**config.mk**
```make
export PLATFORM = sky130hd
export DESIGN_NAME = fp_divider_seq
export DESIGN_NICKNAME = d
export VERILOG_FILES = /design/src/rtl/fp_divider_seq.sv
export SDC_FILE = /design/constraint.sdc
export NUM_CORES = 1
export LEC_CHECK = 0
export ABC_AREA = 1
export BUFFER_PORTS_ARGS = -buffer_cell sky130_fd_sc_hd__buf_4
export CORE_MARGIN = 1
export CORE_UTILIZATION = 30
export DETAILED_ROUTE_END_ITERATION = 12
export GPL_ROUTABILITY_DRIVEN = 0
export PLACE_DENSITY = 0.47
export SLEW_MARGIN = 20
export SYNTH_ARGS = -nofsm -noshare
export SYNTH_HDL_FRONTEND = slang
export SYNTH_SLANG_ARGS = --single-unit
```
**constraint.sdc**
```tcl
create_clock -name clk -period 2.32 [get_ports clk]
set_input_delay 0.116 -clock clk [delete_from_list [all_inputs] [get_ports clk]]
set_output_delay 0.116 -clock clk [all_outputs]
set_load 0.05 [all_outputs]
```
**src/rtl/fp_divider_seq.sv**
```systemverilog
// fp_divider_seq
//   Sequential IEEE-754 binary floating-point divider, result = a / b.
//   The restoring divider produces one quotient bit per clock. The result is
//   truncated (round toward zero). Denormal inputs are treated as signed zero,
//   and denormal results are never produced.
//
// Ports
//   clk          rising-edge clock
//   rst_n        asynchronous active-low reset
//   start        request; sampled only while idle
//   a, b         dividend / divisor, captured on the accepting edge
//   result       quotient; held from done until the next accepted start
//   done         one-cycle pulse, result and flags valid
//   busy         high whenever the FSM is not idle
//   overflow     result saturated to +/-Inf
//   underflow    result flushed to +/-0
//   div_by_zero  finite nonzero divided by zero
//
// State    | meaning
// ---------+-------------------------------------------------------------
// S_IDLE   | waiting for start; operands captured on the accepting edge
// S_UNPACK | classify operands, seed divider and exponent
// S_DIVIDE | one restoring-division step per clock, MANTISSA_WIDTH+2 steps
// S_NORM   | normalise, range check, pack (specials bypass DIVIDE to here)
// S_DONE   | done pulse, then back to idle
module fp_divider_seq #(
  parameter int EXP_WIDTH      = 8,
  parameter int MANTISSA_WIDTH = 23,
  localparam int W = 1 + EXP_WIDTH + MANTISSA_WIDTH
) (
  input  logic         clk,
  input  logic         rst_n,
  input  logic         start,
  input  logic [W-1:0] a,
  input  logic [W-1:0] b,
  output logic [W-1:0] result,
  output logic         done,
  output logic         busy,
  output logic         overflow,
  output logic         underflow,
  output logic         div_by_zero
);

  localparam int EW   = EXP_WIDTH;
  localparam int MW   = MANTISSA_WIDTH;
  localparam int XW   = EW + 2;
  localparam int CW   = $clog2(MW + 2);
  localparam int BIAS = 2 ** (EW - 1) - 1;
  localparam logic signed [XW-1:0] EMAX  = XW'((1 << EW) - 1);
  localparam logic signed [XW-1:0] EZERO = '0;
  localparam logic signed [XW-1:0] EONE  = XW'(1);

  typedef enum logic [2:0] {S_IDLE, S_UNPACK, S_DIVIDE, S_NORM, S_DONE} state_t;

  state_t                 r_state;
  logic [W-1:0]           r_a;
  logic [W-1:0]           r_b;
  logic signed [XW-1:0]   r_exp;
  logic [MW+1:0]          r_rem;
  logic [MW:0]            r_div;
  logic [MW+1:0]          r_q;
  logic [CW-1:0]          r_cnt;
  logic                   r_special;
  logic [W-1:0]           r_spec_res;
  logic                   r_spec_dz;

  logic [EW-1:0]          w_ea, w_eb;
  logic [MW-1:0]          w_fa, w_fb;
  logic                   w_sign;
  logic                   w_a_nan, w_a_inf, w_a_zero;
  logic                   w_b_nan, w_b_inf, w_b_zero;
  logic                   w_special, w_spec_dz;
  logic [W-1:0]           w_spec_res;
  logic [W-1:0]           w_inf, w_zero, w_qnan;
  logic signed [XW-1:0]   w_exp0;
  logic                   w_ge;
  logic [MW+1:0]          w_sub;
  logic [MW-1:0]          w_frac;
  logic signed [XW-1:0]   w_exp_n;
  logic                   w_ovf, w_unf;

  assign w_ea   = r_a[W-2:MW];
  assign w_eb   = r_b[W-2:MW];
  assign w_fa   = r_a[MW-1:0];
  assign w_fb   = r_b[MW-1:0];
  assign w_sign = r_a[W-1] ^ r_b[W-1];

  assign w_a_nan  = (&w_ea) & (|w_fa);
  assign w_a_inf  = (&w_ea) & ~(|w_fa);
  assign w_a_zero = ~(|w_ea);
  assign w_b_nan  = (&w_eb) & (|w_fb);
  assign w_b_inf  = (&w_eb) & ~(|w_fb);
  assign w_b_zero = ~(|w_eb);

  assign w_inf  = {w_sign, {EW{1'b1}}, {MW{1'b0}}};
  assign w_zero = {w_sign, {(W-1){1'b0}}};
  assign w_qnan = {1'b0, {EW{1'b1}}, 1'b1, {(MW-1){1'b0}}};

  always_comb begin
    w_special  = 1'b1;
    w_spec_dz  = 1'b0;
    w_spec_res = w_zero;
    if (w_a_nan || w_b_nan || (w_a_zero && w_b_zero) || (w_a_inf && w_b_inf)) begin
      w_spec_res = w_qnan;
    end else if (w_a_inf) begin
      w_spec_res = w_inf;
    end else if (w_b_inf || w_a_zero) begin
      w_spec_res = w_zero;
    end else if (w_b_zero) begin
      w_spec_res = w_inf;
      w_spec_dz  = 1'b1;
    end else begin
      w_special  = 1'b0;
    end
  end

  assign w_exp0 = XW'(w_ea) - XW'(w_eb) + XW'(BIAS);

  // Remainder stays below twice the divisor, so the shifted-out MSB is always 0.
  assign w_ge  = (r_rem >= {1'b0, r_div});
  assign w_sub = w_ge ? (r_rem - {1'b0, r_div}) : r_rem;

  // Quotient lies in (0.5, 2); an integer bit of 0 means one more left shift.
  assign w_frac  = r_q[MW+1] ? r_q[MW:1] : r_q[MW-1:0];
  assign w_exp_n = r_q[MW+1] ? r_exp : (r_exp - EONE);
  assign w_ovf   = (w_exp_n >= EMAX);
  assign w_unf   = (w_exp_n <= EZERO);

  always_ff @(posedge clk or negedge rst_n) begin
    if (!rst_n) begin
      r_state     <= S_IDLE;
      r_a         <= '0;
      r_b         <= '0;
      r_exp       <= '0;
      r_rem       <= '0;
      r_div       <= '0;
      r_q         <= '0;
      r_cnt       <= '0;
      r_special   <= 1'b0;
      r_spec_res  <= '0;
      r_spec_dz   <= 1'b0;
      result      <= '0;
      done        <= 1'b0;
      busy        <= 1'b0;
      overflow    <= 1'b0;
      underflow   <= 1'b0;
      div_by_zero <= 1'b0;
    end else begin
      case (r_state)
        S_IDLE: begin
          done <= 1'b0;
          if (start) begin
            r_a         <= a;
            r_b         <= b;
            overflow    <= 1'b0;
            underflow   <= 1'b0;
            div_by_zero <= 1'b0;
            busy        <= 1'b1;
            r_state     <= S_UNPACK;
          end
        end
        S_UNPACK: begin
          r_exp      <= w_exp0;
          r_rem      <= {1'b0, 1'b1, w_fa};
          r_div      <= {1'b1, w_fb};
          r_q        <= '0;
          r_cnt      <= CW'(MW + 1);
          r_special  <= w_special;
          r_spec_res <= w_spec_res;
          r_spec_dz  <= w_spec_dz;
          r_state    <= w_special ? S_NORM : S_DIVIDE;
        end
        S_DIVIDE: begin
          r_rem <= w_sub << 1;
          r_q   <= {r_q[MW:0], w_ge};
          if (r_cnt == '0) begin
            r_state <= S_NORM;
          end else begin
            r_cnt <= r_cnt - 1'b1;
          end
        end
        S_NORM: begin
          if (r_special) begin
            result      <= r_spec_res;
            div_by_zero <= r_spec_dz;
          end else if (w_ovf) begin
            result   <= w_inf;
            overflow <= 1'b1;
          end else if (w_unf) begin
            result    <= w_zero;
            underflow <= 1'b1;
          end else begin
            result <= {w_sign, w_exp_n[EW-1:0], w_frac};
          end
          done    <= 1'b1;
          r_state <= S_DONE;
        end
        S_DONE: begin
          done    <= 1'b0;
          busy    <= 1'b0;
          r_state <= S_IDLE;
        end
        default: begin
          done    <= 1'b0;
          busy    <= 1'b0;
          r_state <= S_IDLE;
        end
      endcase
    end
  end

endmodule

```
**After elaboration in Yosys (flattened, before gate mapping)**

Cells that the tools add are included.

- Equal/unequal tests: 11
- Order comparisons: 3
- Bitwise operators: 10
- Mux-type cells: 38
- Reductions and logical operators: 25
- Add/sub/neg operators: 5

Operators with widths:

| kind | count |
|---|---|
| 31-bit two-way mux | 5 |
| 25-bit case mux with 2 select lines | 2 |
| 32-bit two-way mux | 2 |
| 23-bit OR reduction | 2 |
| 25-bit by 24-bit >= comparator with 1-bit output | 1 |
| 24-bit two-way mux | 1 |
| 24-bit subtractor | 1 |
| 23-bit two-way mux | 1 |
| 1-bit two-way mux | 16 |
| 2-bit inequality test (second input constant) | 8 |
| 8-bit AND reduction | 2 |
| 8-bit OR reduction | 2 |
| 3-bit case mux with 4 select lines | 1 |
| 9-bit by 8-bit adder with 10-bit output (second input constant) | 1 |
| 10-bit by 9-bit >= comparator with 1-bit output (second input constant) | 1 |
| 10-bit by 1-bit <= comparator with 1-bit output (second input constant) | 1 |
| 10-bit two-way mux | 1 |
| 1-bit case mux with 2 select lines | 5 |
| 5-bit case mux with 2 select lines | 1 |
| 10-bit by 2-bit subtractor with 10-bit output (second input constant) | 1 |
| 8-bit by 8-bit subtractor with 9-bit output | 1 |
| 2-bit AND reduction | 4 |
| 3-bit by 2-bit == test with 1-bit output (second input constant) | 2 |
| 3-bit two-way mux | 2 |
| 16 further kinds | 28 |

- Register bits after elaboration: 227
- Bits of input ports: 67

**Depth between registers and ports, before layout**

- Depth in word-level cells: 9
- Mapped depth: 16

**Worst setup path before layout**

No wires, ideal clock.

- Path kind: register -> register
- Start: register r_a[23]
- End: register r_exp[7]
- Cell stages (with the launch flop): 14
- Arrival: 1.998 ns
- Setup slack: 0.239 ns
- Cells stage by stage: dfrtp_1 inv_1 ha_1 inv_1 fa_1 nand3_1 nand3_1 xor2_1 nand3_1 nor2_1 nand2_1 nand2_1 nand3_1 o21ai_0

- Longest elaborated chain between the ends: 2

Ends and longest elaborated chain:

| what | line | source |
|---|---|---|
| from (decl) | 56 | `logic [W-1:0] r_a;` |
| from (signal assigned) | 132 | `r_a <= '0;` |
| from (signal assigned) | 153 | `r_a <= a;` |
| 8-bit by 8-bit subtractor with 9-bit output | 117 | `assign w_exp0 = XW'(w_ea) - XW'(w_eb) + XW'(BIAS);` |
| 9-bit by 8-bit adder with 10-bit output | 117 |  |
| to (signal assigned) | 163 | `r_exp <= w_exp0;` |
| to (decl) | 58 | `logic signed [XW-1:0] r_exp;` |

Every way passes these cells.
A chain may end at the register's enable or synchronous reset.

**Final worst setup path**

- Start: register r_div[0]
- End: register r_rem[23]

- Longest elaborated chain between the ends: 3

Ends and longest elaborated chain:

| what | line | source |
|---|---|---|
| from (decl) | 60 | `logic [MW:0] r_div;` |
| from (signal assigned) | 165 | `r_div <= {1'b1, w_fb};` |
| 24-bit subtractor / 25-bit by 24-bit >= comparator with 1-bit output (equally long branches) | 121, 120 |  |
| 24-bit two-way mux (*) | 121 | `assign w_sub = w_ge ? (r_rem - {1'b0, r_div}) : r_rem;` |
| 25-bit case mux with 2 select lines (*) | 149 | `case (r_state)` |
| to (signal assigned) | 164 | `r_rem <= {1'b0, 1'b1, w_fa};` |
| to (signal assigned) | 174 | `r_rem <= w_sub << 1;` |
| to (decl) | 59 | `logic [MW+1:0] r_rem;` |

Mark *: on every way between the ends. The rest lies on a longest branch, timed or not.

==> results.sh <==
export IMPL_status="finished with violations"
export IMPL_synth_fa_ha_area_share_pct=4.47
export IMPL_drv_slew=0
export IMPL_pin_count=104
export IMPL_yosysTopAreaCell="dfrtp_1"
export IMPL_dp_hpwl_mm=21.4
export IMPL_final_setup_skew_ps=26.7
export IMPL_synth_warnings=0
export IMPL_async_flop_share_pct=100
export IMPL_fill_cells=3688
export IMPL_drt_iter0_drc=582
export IMPL_min_period_ps=2180
export IMPL_tns_ps=0
export IMPL_synth_edf_count=0
export IMPL_grt_pass1_wl_mm=49.4
export IMPL_power_switching_mw=10.9
export IMPL_synth_compound_area_share_pct=14.8
export IMPL_swShare_pct=48.9
export IMPL_drive_gt1_share_pct=17.4
export IMPL_avgViaCountPerCell=4.70
export IMPL_cts_root_buf="clkbuf_16"
export IMPL_crit_type="register to register"
export IMPL_violations="design-rule violations"
export IMPL_grt_max_degree=68
export IMPL_cts_buffer_depth=2
export IMPL_maxCapViolCount=0
export IMPL_wl_per_cell_um=14.7
export IMPL_seq_power_share_pct=25.3
export IMPL_critPathRequiredTime_ps=2710
export IMPL_critPathSlowestCell="dfrtp_1"
export IMPL_crit_chain="ha_1, fa_1, o21ai_1, buf_4, nand3_1, nand2_1, nand4_1, nand4_1, nand3_1, a21oi_1"
export IMPL_crit_fanout=2
export IMPL_drcViolationCount=4
export IMPL_row_count=69
export IMPL_pwr_share_comb_pct=61.1
export IMPL_grt_overflow_total=0
export IMPL_num_vias=9664
export IMPL_synth_cell_types=47
export IMPL_synth_nets=1510
export IMPL_dieArea_sq_mm=0.0374
export IMPL_multiInputGateArea_sq_mm=0.00532
export IMPL_path_clk_slew_ps=80
export IMPL_antenna_found_initial=0
export IMPL_yosys_top_cells_count="nand2_1 (347), inv_1 (202), dfrtp_1 (198)"
export IMPL_syn_instance_count=1405
export IMPL_ys_seq_area_share_pct=45.1
export IMPL_setup_worst_path_start_class="register"
export IMPL_start_util_pct=30.7
export IMPL_dr_pass1_iters=9
export IMPL_synth_mux_area_share_pct=0
export IMPL_holdWs_ps=146
export IMPL_coreArea_sq_mm=0.0358
export IMPL_clock_power_share_pct=13.6
export IMPL_io_buffers=103
export IMPL_cts_tree="built"
export IMPL_instances_no_fill=2058
export IMPL_ant_nets=0
export IMPL_synthToLayoutAreaGrowth_pct=28.0
export IMPL_intPower_mw=11.3
export IMPL_grt_use_total_pct=16.4
export IMPL_crit_family="adder cells"
export IMPL_cpPeakStageDelay_ps=410
export IMPL_routed_wl_mm=30.2
export IMPL_ys_seq_elements=198
export IMPL_p_leak_nw=6.76
export IMPL_arrival_ps=2570
export IMPL_cp_end_kind="register"
export IMPL_synth_xor_area_share_pct=1.98
export IMPL_grt_pass1_vias=9486
export IMPL_synth_simple_area_share_pct=24.2
export IMPL_power_density_mw_per_mm2=1580
export IMPL_regArea_sq_mm=0.00496
export IMPL_min_path_type="input pin to register"
export IMPL_antenna_cells=0
export IMPL_min_period_over_period_pct=94.1
export IMPL_synth_top_area_share_pct=45.1
export IMPL_slew_limit_headroom_pct=53.7
export IMPL_critical_path_buf_inv_count=1
export IMPL_worstSkewPairLatency_ps=470
export IMPL_dp_cells=1952
export IMPL_die_y_um=193
export IMPL_h_tree_depth=4
export IMPL_cts_made_buffers=17
export IMPL_worst_pin_slew_ps=693
export IMPL_synth_area_per_cell_sq_um=7.82
export IMPL_fin_nets=1689
export IMPL_synthTopCellsByArea="dfrtp_1 (45%), nand2_1 (12%), o21ai_0 (7.2%)"
export IMPL_die_w_um=193
export IMPL_final_hold_violation_count=0
export IMPL_cts_sinks=198
export IMPL_setup_viol=0
export IMPL_synth_most_common_cell="nand2_1"
export IMPL_synth_ff_type="dfrtp_1"
export IMPL_fin_util_pct=39.2
export IMPL_syn_area_sq_mm=0.0110
export IMPL_fmax_mhz=458
export IMPL_synth_top_family_by_area="simple AND/OR/NAND/NOR gates"
export IMPL_vdd_drop_max_uv=796
## power groups by stage
stage               Combinational (mW)  Clock (mW)  Sequential, mW
floorplan                         8.57           0            5.93
detailed placement                12.4           0            5.62
finish                            13.6        3.02            5.61
global route                      15.3        3.23            5.80
CTS                               12.6        3.11            5.56
global placement                  12.4           0            5.59
## metal layers
layer / GRT usage, % / vias to the layer above / wire (um) / share of wire [%]
met5: 0 / - / 0 / 0
met4: 4.33 / 0 / 340 / 1.1
met3: 2.34 / 21 / 757 / 2.5
met2: 26.1 / 143 / 13400 / 45
met1: 23.2 / 4566 / 15600 / 52
li1: - / 4934 / - / -
## layout make-up
type	instances	share of cell area [%]
clock buffers	18	3.12
clock inverters	14	1.08
inverters	208	5.57
multi-input cells	949	37.9
flip-flops and latches	198	35.3
well taps	461	4.10
repair buffers	210	13.0
## kinds of logic after synthesis
logic type	count (synthesis)
fa+ha+maj	38
xor+xnor	24
flops	198
compound gates	303
simple gates	582
buf+inv	260
## worst register-to-register path: cells and delay by family, from the launching register on
kind	cells	cell delay, ps
AO/OA/AOI/OAI	2	350
adder cells (fa/ha/maj)	2	650
buffers and inverters	1	160
flip-flops	1	410
AND/OR/NAND/NOR	5	550
## flip-flops by register name, summed over array words and instances, names as in the netlist, 3 cells and up
name / cells
r_rem: 25
r_q: 25
r_b: 32
result: 32
r_a: 32
r_cnt: 5
r_state: 3
r_spec_res: 3
r_exp: 10
r_div: 24
## stage by stage
step | cell area, sq um | setup WS (ps) | power (mW)
finish | 14100 | 136 | 22.2
global route | 14100 | -19.6 | 24.3
CTS | 13700 | 10.9 | 21.2
global placement | 12400 | 7.91 | 18.0
floorplan | 11000 | 239 | 14.5
detailed placement | 12400 | -22.6 | 18.0
## what timing repair did
| action | CTS | global route |
|---|---|---|
| endpoints found under the hold margin | 110 | 0 |
| endpoints found under the setup margin | 4 | 58 |
| buffers inserted | 0 | 6 |
| hold buffers | 65 | 0 |
| gates cloned | 0 | 3 |
| pin swaps | 0 | 8 |
| resized for setup | 3 | 56 |
## placed cells by master, fill, tap and decap left out, types with 22 or more instances in the layout
cell type	Yosys	layout
nand2_1	347	344
inv_1	202	198
dfrtp_1	198	195
o21ai_0	158	155
buf_4	0	138
a21oi_1	82	72
nand3_1	73	71
nor2_1	74	68
dlygate4sd3_1	0	65
o22ai_1	30	30
nand4_1	29	29
nand3_2	21	22
## final timing paths
check / start / endpoint / slack [ps] / cells after the start
worst min-delay path: start / r_a[31]$_DFFE_PN0P_ / 150 / 5
worst max register to register: r_div[0]$_DFFE_PN0P_ / r_rem[23]$_DFFE_PN0P_ / 140 / 10
max in group asynchronous: rst_n / r_b[17]$_DFFE_PN0P_ / 1420 / 3
min in group asynchronous: rst_n / r_a[15]$_DFFE_PN0P_ / 180 / 2
worst min register to register: r_div[23]$_DFFE_PN0P_ / r_div[23]$_DFFE_PN0P_ / 460 / 2
worst max-delay path: r_div[0]$_DFFE_PN0P_ / r_rem[23]$_DFFE_PN0P_ / 140 / 10
(Power assumes the default switching activity.)
